### src/rtl/edge_binarize_stream_pkg.sv
// rtl/edge_binarize_stream_pkg.sv - shared types and sizing helpers for the edge binariser
package edge_binarize_stream_pkg;

  typedef enum logic [1:0] {
    MODE_THRESH = 2'd0,
    MODE_TRANS  = 2'd1,
    MODE_HYST   = 2'd2,
    MODE_BYPASS = 2'd3
  } mode_e;

  typedef enum logic {
    ST_IDLE   = 1'b0,
    ST_ACTIVE = 1'b1
  } state_e;

  function automatic int cnt_w(input int img_w, input int img_h);
    return $clog2(img_w * img_h + 1);
  endfunction

  // A position counter for a dimension of size 1 still needs one bit.
  function automatic int pos_w(input int n);
    return (n > 1) ? $clog2(n) : 1;
  endfunction

endpackage

### src/rtl/edge_binarize_stream_if.sv
// rtl/edge_binarize_stream_if.sv - pixel input and tagged output stream bundle
interface edge_binarize_stream_if #(
  parameter int DATA_W = 8
);

  logic              s_valid;
  logic              s_ready;
  logic [DATA_W-1:0] s_data;
  logic              m_valid;
  logic              m_ready;
  logic [DATA_W-1:0] m_data;
  logic              m_sof;
  logic              m_eol;
  logic              m_eof;

  modport slave (
    input  s_valid, s_data, m_ready,
    output s_ready, m_valid, m_data, m_sof, m_eol, m_eof
  );

  modport master (
    output s_valid, s_data, m_ready,
    input  s_ready, m_valid, m_data, m_sof, m_eol, m_eof
  );

endinterface

### src/rtl/edge_pix_classify.sv
// rtl/edge_pix_classify.sv - per-pixel edge decision for all four modes
module edge_pix_classify
  import edge_binarize_stream_pkg::*;
#(
  parameter int DATA_W = 8
) (
  input  logic [DATA_W-1:0] d,
  input  logic [DATA_W-1:0] prev,
  input  logic              prev_edge,
  input  logic              first,
  input  mode_e             mode,
  input  logic [DATA_W-1:0] hi,
  input  logic [DATA_W-1:0] lo,
  output logic              is_edge,
  output logic [DATA_W-1:0] out_data
);

  logic [DATA_W-1:0] lo_eff;
  logic [DATA_W-1:0] diff;

  always_comb begin
    lo_eff   = (lo > hi) ? hi : lo;
    diff     = (d >= prev) ? (d - prev) : (prev - d);
    is_edge  = 1'b0;
    out_data = '0;
    case (mode)
      MODE_THRESH: is_edge = (d >= hi);
      MODE_TRANS:  is_edge = !first && (diff >= hi);
      // The weak threshold only extends a run that is already in progress on this line.
      MODE_HYST:   is_edge = (d >= hi) || (!first && prev_edge && (d >= lo_eff));
      MODE_BYPASS: is_edge = (d >= hi);
      default:     is_edge = 1'b0;
    endcase
    if (mode == MODE_BYPASS) begin
      out_data = d;
    end else begin
      out_data = is_edge ? {DATA_W{1'b1}} : '0;
    end
  end

endmodule

### src/rtl/edge_binarize_stream.sv
// rtl/edge_binarize_stream.sv - streaming gradient binariser with position tags and per-frame edge count
module edge_binarize_stream
  import edge_binarize_stream_pkg::*;
#(
  parameter int DATA_W = 8,
  parameter int IMG_W  = 640,
  parameter int IMG_H  = 480,
  parameter int CNT_W  = cnt_w(IMG_W, IMG_H)
) (
  input  logic                  clk,
  input  logic                  rst,
  input  logic                  sync_clr,
  input  logic [1:0]            cfg_mode,
  input  logic [DATA_W-1:0]     cfg_thr_hi,
  input  logic [DATA_W-1:0]     cfg_thr_lo,
  edge_binarize_stream_if.slave bus,
  output logic [CNT_W-1:0]      frame_edge_cnt,
  output logic                  frame_done
);

  localparam int X_W = pos_w(IMG_W);
  localparam int Y_W = pos_w(IMG_H);
  localparam logic [X_W-1:0]   X_LAST  = X_W'(IMG_W - 1);
  localparam logic [Y_W-1:0]   Y_LAST  = Y_W'(IMG_H - 1);
  localparam logic [CNT_W-1:0] CNT_MAX = CNT_W'(IMG_W * IMG_H);

  state_e            state_q;
  mode_e             mode_q;
  logic [DATA_W-1:0] hi_q, lo_q;
  logic [X_W-1:0]    x_q;
  logic [Y_W-1:0]    y_q;
  logic [CNT_W-1:0]  run_q;
  logic [DATA_W-1:0] prev_q;
  logic              prev_edge_q;
  logic              m_valid_q, m_sof_q, m_eol_q, m_eof_q;
  logic [DATA_W-1:0] m_data_q;
  logic [CNT_W-1:0]  frame_cnt_q;
  logic              frame_done_q;

  logic              s_ready_d;
  logic              xfer_d;
  logic              at_eol_d, at_eof_d;
  mode_e             mode_d;
  logic [DATA_W-1:0] hi_d, lo_d;
  logic              px_edge_d;
  logic [DATA_W-1:0] px_data_d;
  logic [CNT_W-1:0]  run_d;

  always_comb begin
    s_ready_d = !m_valid_q || bus.m_ready;
    xfer_d    = bus.s_valid && s_ready_d && !sync_clr;
    at_eol_d  = (x_q == X_LAST);
    at_eof_d  = at_eol_d && (y_q == Y_LAST);
    // The frame's first pixel is classified with the live config it is about to latch.
    if (state_q == ST_IDLE) begin
      mode_d = mode_e'(cfg_mode);
      hi_d   = cfg_thr_hi;
      lo_d   = cfg_thr_lo;
    end else begin
      mode_d = mode_q;
      hi_d   = hi_q;
      lo_d   = lo_q;
    end
    run_d = (px_edge_d && (run_q != CNT_MAX)) ? run_q + 1'b1 : run_q;
  end

  edge_pix_classify #(
    .DATA_W (DATA_W)
  ) u_classify (
    .d         (bus.s_data),
    .prev      (prev_q),
    .prev_edge (prev_edge_q),
    .first     (x_q == '0),
    .mode      (mode_d),
    .hi        (hi_d),
    .lo        (lo_d),
    .is_edge   (px_edge_d),
    .out_data  (px_data_d)
  );

  always_ff @(posedge clk or posedge rst) begin
    if (rst) begin
      state_q      <= ST_IDLE;
      mode_q       <= MODE_THRESH;
      hi_q         <= '0;
      lo_q         <= '0;
      x_q          <= '0;
      y_q          <= '0;
      run_q        <= '0;
      prev_q       <= '0;
      prev_edge_q  <= 1'b0;
      m_valid_q    <= 1'b0;
      m_data_q     <= '0;
      m_sof_q      <= 1'b0;
      m_eol_q      <= 1'b0;
      m_eof_q      <= 1'b0;
      frame_cnt_q  <= '0;
      frame_done_q <= 1'b0;
    end else if (sync_clr) begin
      state_q      <= ST_IDLE;
      x_q          <= '0;
      y_q          <= '0;
      run_q        <= '0;
      prev_q       <= '0;
      prev_edge_q  <= 1'b0;
      m_valid_q    <= 1'b0;
      frame_done_q <= 1'b0;
    end else begin
      frame_done_q <= 1'b0;
      if (m_valid_q && bus.m_ready) begin
        m_valid_q <= 1'b0;
      end
      if (xfer_d) begin
        m_valid_q   <= 1'b1;
        m_data_q    <= px_data_d;
        m_sof_q     <= (x_q == '0) && (y_q == '0);
        m_eol_q     <= at_eol_d;
        m_eof_q     <= at_eof_d;
        prev_q      <= bus.s_data;
        prev_edge_q <= px_edge_d;
        if (state_q == ST_IDLE) begin
          state_q <= ST_ACTIVE;
          mode_q  <= mode_e'(cfg_mode);
          hi_q    <= cfg_thr_hi;
          lo_q    <= cfg_thr_lo;
        end
        if (at_eol_d) begin
          x_q <= '0;
          y_q <= (y_q == Y_LAST) ? '0 : y_q + 1'b1;
        end else begin
          x_q <= x_q + 1'b1;
        end
        if (at_eof_d) begin
          frame_cnt_q  <= run_d;
          frame_done_q <= 1'b1;
          run_q        <= '0;
          state_q      <= ST_IDLE;
        end else begin
          run_q <= run_d;
        end
      end
    end
  end

  assign bus.s_ready    = s_ready_d;
  assign bus.m_valid    = m_valid_q;
  assign bus.m_data     = m_data_q;
  assign bus.m_sof      = m_sof_q;
  assign bus.m_eol      = m_eol_q;
  assign bus.m_eof      = m_eof_q;
  assign frame_edge_cnt = frame_cnt_q;
  assign frame_done     = frame_done_q;

endmodule

### src/flat_wrapper.sv
// flat-port wrapper written by rule: the top's interface ports become plain ports
module edge_binarize_stream_flat import edge_binarize_stream_pkg::*;
#(
  parameter int DATA_W = 8,
  parameter int IMG_W  = 640,
  parameter int IMG_H  = 480,
  parameter int CNT_W  = cnt_w(IMG_W, IMG_H)
)
  (clk, rst, sync_clr, cfg_mode, cfg_thr_hi, cfg_thr_lo, frame_edge_cnt, frame_done, bus_s_valid, bus_s_data, bus_m_ready, bus_s_ready, bus_m_valid, bus_m_data, bus_m_sof, bus_m_eol, bus_m_eof);
  edge_binarize_stream_if #(.DATA_W(DATA_W)) bus_i ();
  input  logic clk;
  input  logic rst;
  input  logic sync_clr;
  input  logic [1:0] cfg_mode;
  input  logic [DATA_W-1:0] cfg_thr_hi;
  input  logic [DATA_W-1:0] cfg_thr_lo;
  output logic [CNT_W-1:0] frame_edge_cnt;
  output logic frame_done;
  input wire logic [$bits(bus_i.s_valid)-1:0] bus_s_valid;
  input wire logic [$bits(bus_i.s_data)-1:0] bus_s_data;
  input wire logic [$bits(bus_i.m_ready)-1:0] bus_m_ready;
  output wire logic [$bits(bus_i.s_ready)-1:0] bus_s_ready;
  output wire logic [$bits(bus_i.m_valid)-1:0] bus_m_valid;
  output wire logic [$bits(bus_i.m_data)-1:0] bus_m_data;
  output wire logic [$bits(bus_i.m_sof)-1:0] bus_m_sof;
  output wire logic [$bits(bus_i.m_eol)-1:0] bus_m_eol;
  output wire logic [$bits(bus_i.m_eof)-1:0] bus_m_eof;
  assign bus_i.s_valid = bus_s_valid;
  assign bus_i.s_data = bus_s_data;
  assign bus_i.m_ready = bus_m_ready;
  assign bus_s_ready = bus_i.s_ready;
  assign bus_m_valid = bus_i.m_valid;
  assign bus_m_data = bus_i.m_data;
  assign bus_m_sof = bus_i.m_sof;
  assign bus_m_eol = bus_i.m_eol;
  assign bus_m_eof = bus_i.m_eof;
  edge_binarize_stream #(.DATA_W(DATA_W), .IMG_W(IMG_W), .IMG_H(IMG_H), .CNT_W(CNT_W)) u_core (.clk(clk), .rst(rst), .sync_clr(sync_clr), .cfg_mode(cfg_mode), .cfg_thr_hi(cfg_thr_hi), .cfg_thr_lo(cfg_thr_lo), .bus(bus_i), .frame_edge_cnt(frame_edge_cnt), .frame_done(frame_done));
endmodule
### config.mk
export PLATFORM = sky130hd
export DESIGN_NAME = edge_binarize_stream_flat
export DESIGN_NICKNAME = d
export VERILOG_FILES = /design/src/rtl/edge_binarize_stream_pkg.sv /design/src/rtl/edge_binarize_stream_if.sv /design/src/rtl/edge_pix_classify.sv /design/src/rtl/edge_binarize_stream.sv /design/src/flat_wrapper.sv
export SDC_FILE = /design/constraint.sdc
export NUM_CORES = 1
export LEC_CHECK = 0
export ABC_AREA = 1
export CAP_MARGIN = 20
export CORE_MARGIN = 8
export CORE_UTILIZATION = 25
export DETAILED_ROUTE_END_ITERATION = 7
export PLACE_DENSITY = 0.4
export SLEW_MARGIN = 5
export SYNTH_ARGS = -nofsm -noshare
export SYNTH_HDL_FRONTEND = slang
export SYNTH_SLANG_ARGS = --single-unit
### constraint.sdc
create_clock -name clk -period 5.4 [get_ports clk]
set_input_delay 0.54 -clock clk [delete_from_list [all_inputs] [get_ports clk]]
set_output_delay 0.54 -clock clk [all_outputs]
set_load 0.03 [all_outputs]
==> reports/qor.csv <==
stage,metric,value,unit
sta,Setup WS post-layout,1.30,ns
sta,Max-slew headroom,38.5,%
power_and_ir_drop,clock power share,31.5,%
hold_path,Hold Crit Class,reg2reg,
floorplanning,Initial Utilization,25.3,%
clocking,CTS max path bufs,2,
sta,fin crit period,4.10,ns
grt,largest net degree at the start of global routing,68,
yosys,Yosys top cell area share,37.6,%
floorplanning,Core Region,0.0258,sq mm
final_layout,Post-Layout Inst Area,0.00782,sq mm
place,Placed Area,0.00752,sq mm
yosys,"flops & latches, synth",98,
grt,GRT Util Overall,11.7,%
power_and_ir_drop,Pwr per Cell Area,276,mW/mm^2
yosys,main flop type after synthesis,dfrtp_1,
worst_setup_path,top fanout value on the critical path,37,
job,max_cap viols,0,
routing,vias per inst,4.39,
routing,Total Wirelength,17900,um
yosys,Gate Count Post-Synth,868,
clocking,number of CTS-inserted buffers,9,
power_and_ir_drop,Peak VDD IR,0.111,mV
final_layout,sequential cell area,0.00245,sq mm
clocking,CTS tree,done,
sta,"Setup violations, final",0,
sta,slew of the pin with the lowest slew margin,0.920,ns
grt,first-pass GRT wire length,29300,um
grt,initial antenna violation count,0,
clocking,later-pin clock latency in the skew report,0.36,ns
power_and_ir_drop,Net Sw Frac,34.9,%
yosys,"Async S/R FF share, synth",100,%
yosys,Yosys top cell by area,dfrtp_1,
yosys,synth top area cells,"dfrtp_1 38%, nand2_1 15%, ha_1 11%",
routing,via count,5559,
clocking,post-CTS setup buffers,0,
final_layout,most frequent cells in the layout,"258 x nand2_1, 110 x inv_1, 98 x dfrtp_1, 88 x nand3_1, 63 x clkdlybuf4s50_1",
outcome,status,"finished, final reports clean",
clocking,Root Buffer,clkbuf_16,
worst_setup_path,critical path arrival,4.39,ns
sta,max-slew violations,0,
yosys,syn_area_per_cell,7.52,sq um
sta,clk_skew,0.0122,ns
sta,fin crit share,76.0,%
worst_setup_path,"slowest stage delay, CP",0.59,ns
power_and_ir_drop,Sequential Power Share,38.5,%
clocking,clock sink total,98,
clocking,CTS resizes,0,
sta,Fin. Hold Viols,0,
grt,Congestion Overflow GR,0,
worst_setup_path,Crit Path Class,reg2reg,
final_layout,number of nets in the layout,1016,
routing,drt first pass iters,4,
final_layout,P&R area growth vs syn,19.8,%
yosys,number of enable flip-flop cells after synthesis,0,
routing,DR WL/cell,14.2,um
floorplanning,Top Ports,64,
final_layout,area occupied by multi-input gates,0.00348,sq mm
final_layout,filler cell count,2813,
worst_setup_path,critical path's most frequent cell,nand2_1,
power_and_ir_drop,P_leak,3.83,nW
final_layout,proportion of layout cells with a drive suffix above 1,6.01,%
grt,number of global-route vias before repair,5461,
power_and_ir_drop,Internal,0.00140,W
worst_setup_path,Worst Setup End Kind,register,
sta,TNS Setup,0,ns
sta,Max Freq,0.244,GHz
yosys,register area share after synthesis,37.6,%
clocking,Clock transition at path regs,0.07,ns
worst_setup_path,CP Launch Type,register,
routing,Iteration-0 DRC Markers,289,
yosys,unique cell type count in the Yosys netlist,41,
yosys,Synthesized Nets,957,
sta,RSZ-0062 raised after global routing,false,
floorplanning,Rows,59,
clocking,H-Tree Depth,3,
place,gp weighted congestion,0.802,
floorplanning,Die X,178,um
power_and_ir_drop,Combinational Power Share,30.0,%
sta,tightest hold margin,0.480,ns
yosys,Synthesis Warnings,0,
floorplanning,die area,0.0315,sq mm
clocking,hold-fix buffers at CTS,0,
final_layout,Inserted Diodes,0,
final_layout,"commonest non-fill, non-tap cell in the layout",nand2_1,
worst_setup_path,Required @ worst endpoint,5.69,ns
place,pre-CTS WS,0.945,ns
routing,DR DRC count,0,
yosys,Post-Syn Area,0.00653,sq mm
worst_setup_path,critical path's slowest cell,mux2i_1,
place,I/O Buffers,63,
power_and_ir_drop,switching power,0.000753,W
floorplanning,die extent in y,178,um
routing,post-route antenna net violation count,0,
place,HPWL Detailed,13200,um
## synth_stat cells, types with 5 or more instances
library cell	n
a21oi_1	40
buf_2	6
buf_6	6
clkbuf_1	14
dfrtp_1	98
ha_1	56
inv_1	111
mux2i_1	9
nand2_1	258
nand3_1	88
nand4_1	9
nor2_1	45
nor2_2	6
nor3_1	5
o211ai_1	6
o21ai_0	46
o22ai_1	11
xor2_1	12
## cell type report
cell class | count | area share, %
Sequential cell | 98 | 31.4
Clock inverter | 7 | 0.992
Multi-Input combinational cell | 627 | 44.5
Timing Repair Buffer | 76 | 9.31
Clock buffer | 9 | 2.88
Tap cell | 335 | 5.36
Inverter | 115 | 5.55
## path summary, 6_finish.rpt
path	endpoint	startpoint	slack [ns]	cells after the start
worst max-delay path	u_core.frame_edge_cnt[0]$_DFFE_PP0P_	u_core.state_q$_DFFE_PP0P_	1.30	26
worst min-delay path	u_core.hi_q[0]$_DFFE_PP0P_	u_core.hi_q[0]$_DFFE_PP0P_	0.48	2
worst max register to register	u_core.frame_edge_cnt[0]$_DFFE_PP0P_	u_core.state_q$_DFFE_PP0P_	1.30	26
worst min register to register	u_core.hi_q[0]$_DFFE_PP0P_	u_core.hi_q[0]$_DFFE_PP0P_	0.48	2
max in group asynchronous	u_core.run_q[17]$_DFFE_PP0P_	rst	3.68	3
min in group asynchronous	u_core.bus.m_sof$_DFFE_PP0P_	rst	0.70	2
## logic make-up (layout without fill, tap and decap cells)
logic type | after synthesis | after routing | synth area share [%]
simple gates | 432 | 432 | 29.2
buf+inv | 143 | 207 | 9.10
compound gates | 114 | 114 | 9.55
flops | 98 | 98 | 37.6
fa+ha+maj | 58 | 58 | 11.3
xor+xnor | 14 | 14 | 1.88
mux | 9 | 9 | 1.38
## state kept, by name, indices dropped and copies added (netlist names), 2 cells and up
name                   flops
u_core.frame_edge_cnt     19
u_core.run_q              19
u_core.x_q                10
u_core.y_q                 9
u_core.bus.m_data          8
u_core.hi_q                8
u_core.lo_q                8
u_core.prev_q              8
u_core.mode_q              2
## power by group through the flow
stage                     Sequential (W)  Clock, W  Combinational [W]
after floorplan                 0.000886         0           0.000412
after global placement          0.000846         0           0.000655
after detailed placement        0.000845         0           0.000656
after CTS                       0.000831  0.000711           0.000659
after global routing            0.000839  0.000733           0.000743
final                           0.000831  0.000681           0.000647
## layer usage
metal	global-route usage, %	share of wire (%)	wire [um]	up-vias
li1	-	-	-	2925
met1	16.9	53	9460	2548
met2	17.4	42	7620	75
met3	2.19	3.9	694	11
met4	2.99	0.86	155	0
met5	0	0	0	-
## worst max-delay path: cells and delay by family (launching register included)
kind / cells / cell delay (ns)
flops: 1 / 0.33
mux: 1 / 0.59
simple gates: 13 / 0.93
fa+ha+maj: 2 / 0.66
compound gates: 6 / 0.61
buf+inv: 4 / 0.89
## through the flow
stage,instances,total power [W],util (%)
final,1267,0.00216,30.3
after global routing,1267,0.00232,30.3
after CTS,1267,0.00220,30.3
after detailed placement,1251,0.00150,29.1
after global placement,1251,0.00150,29.1
after floorplan,868,0.00130,-
Power figures use the tool's default switching activity.
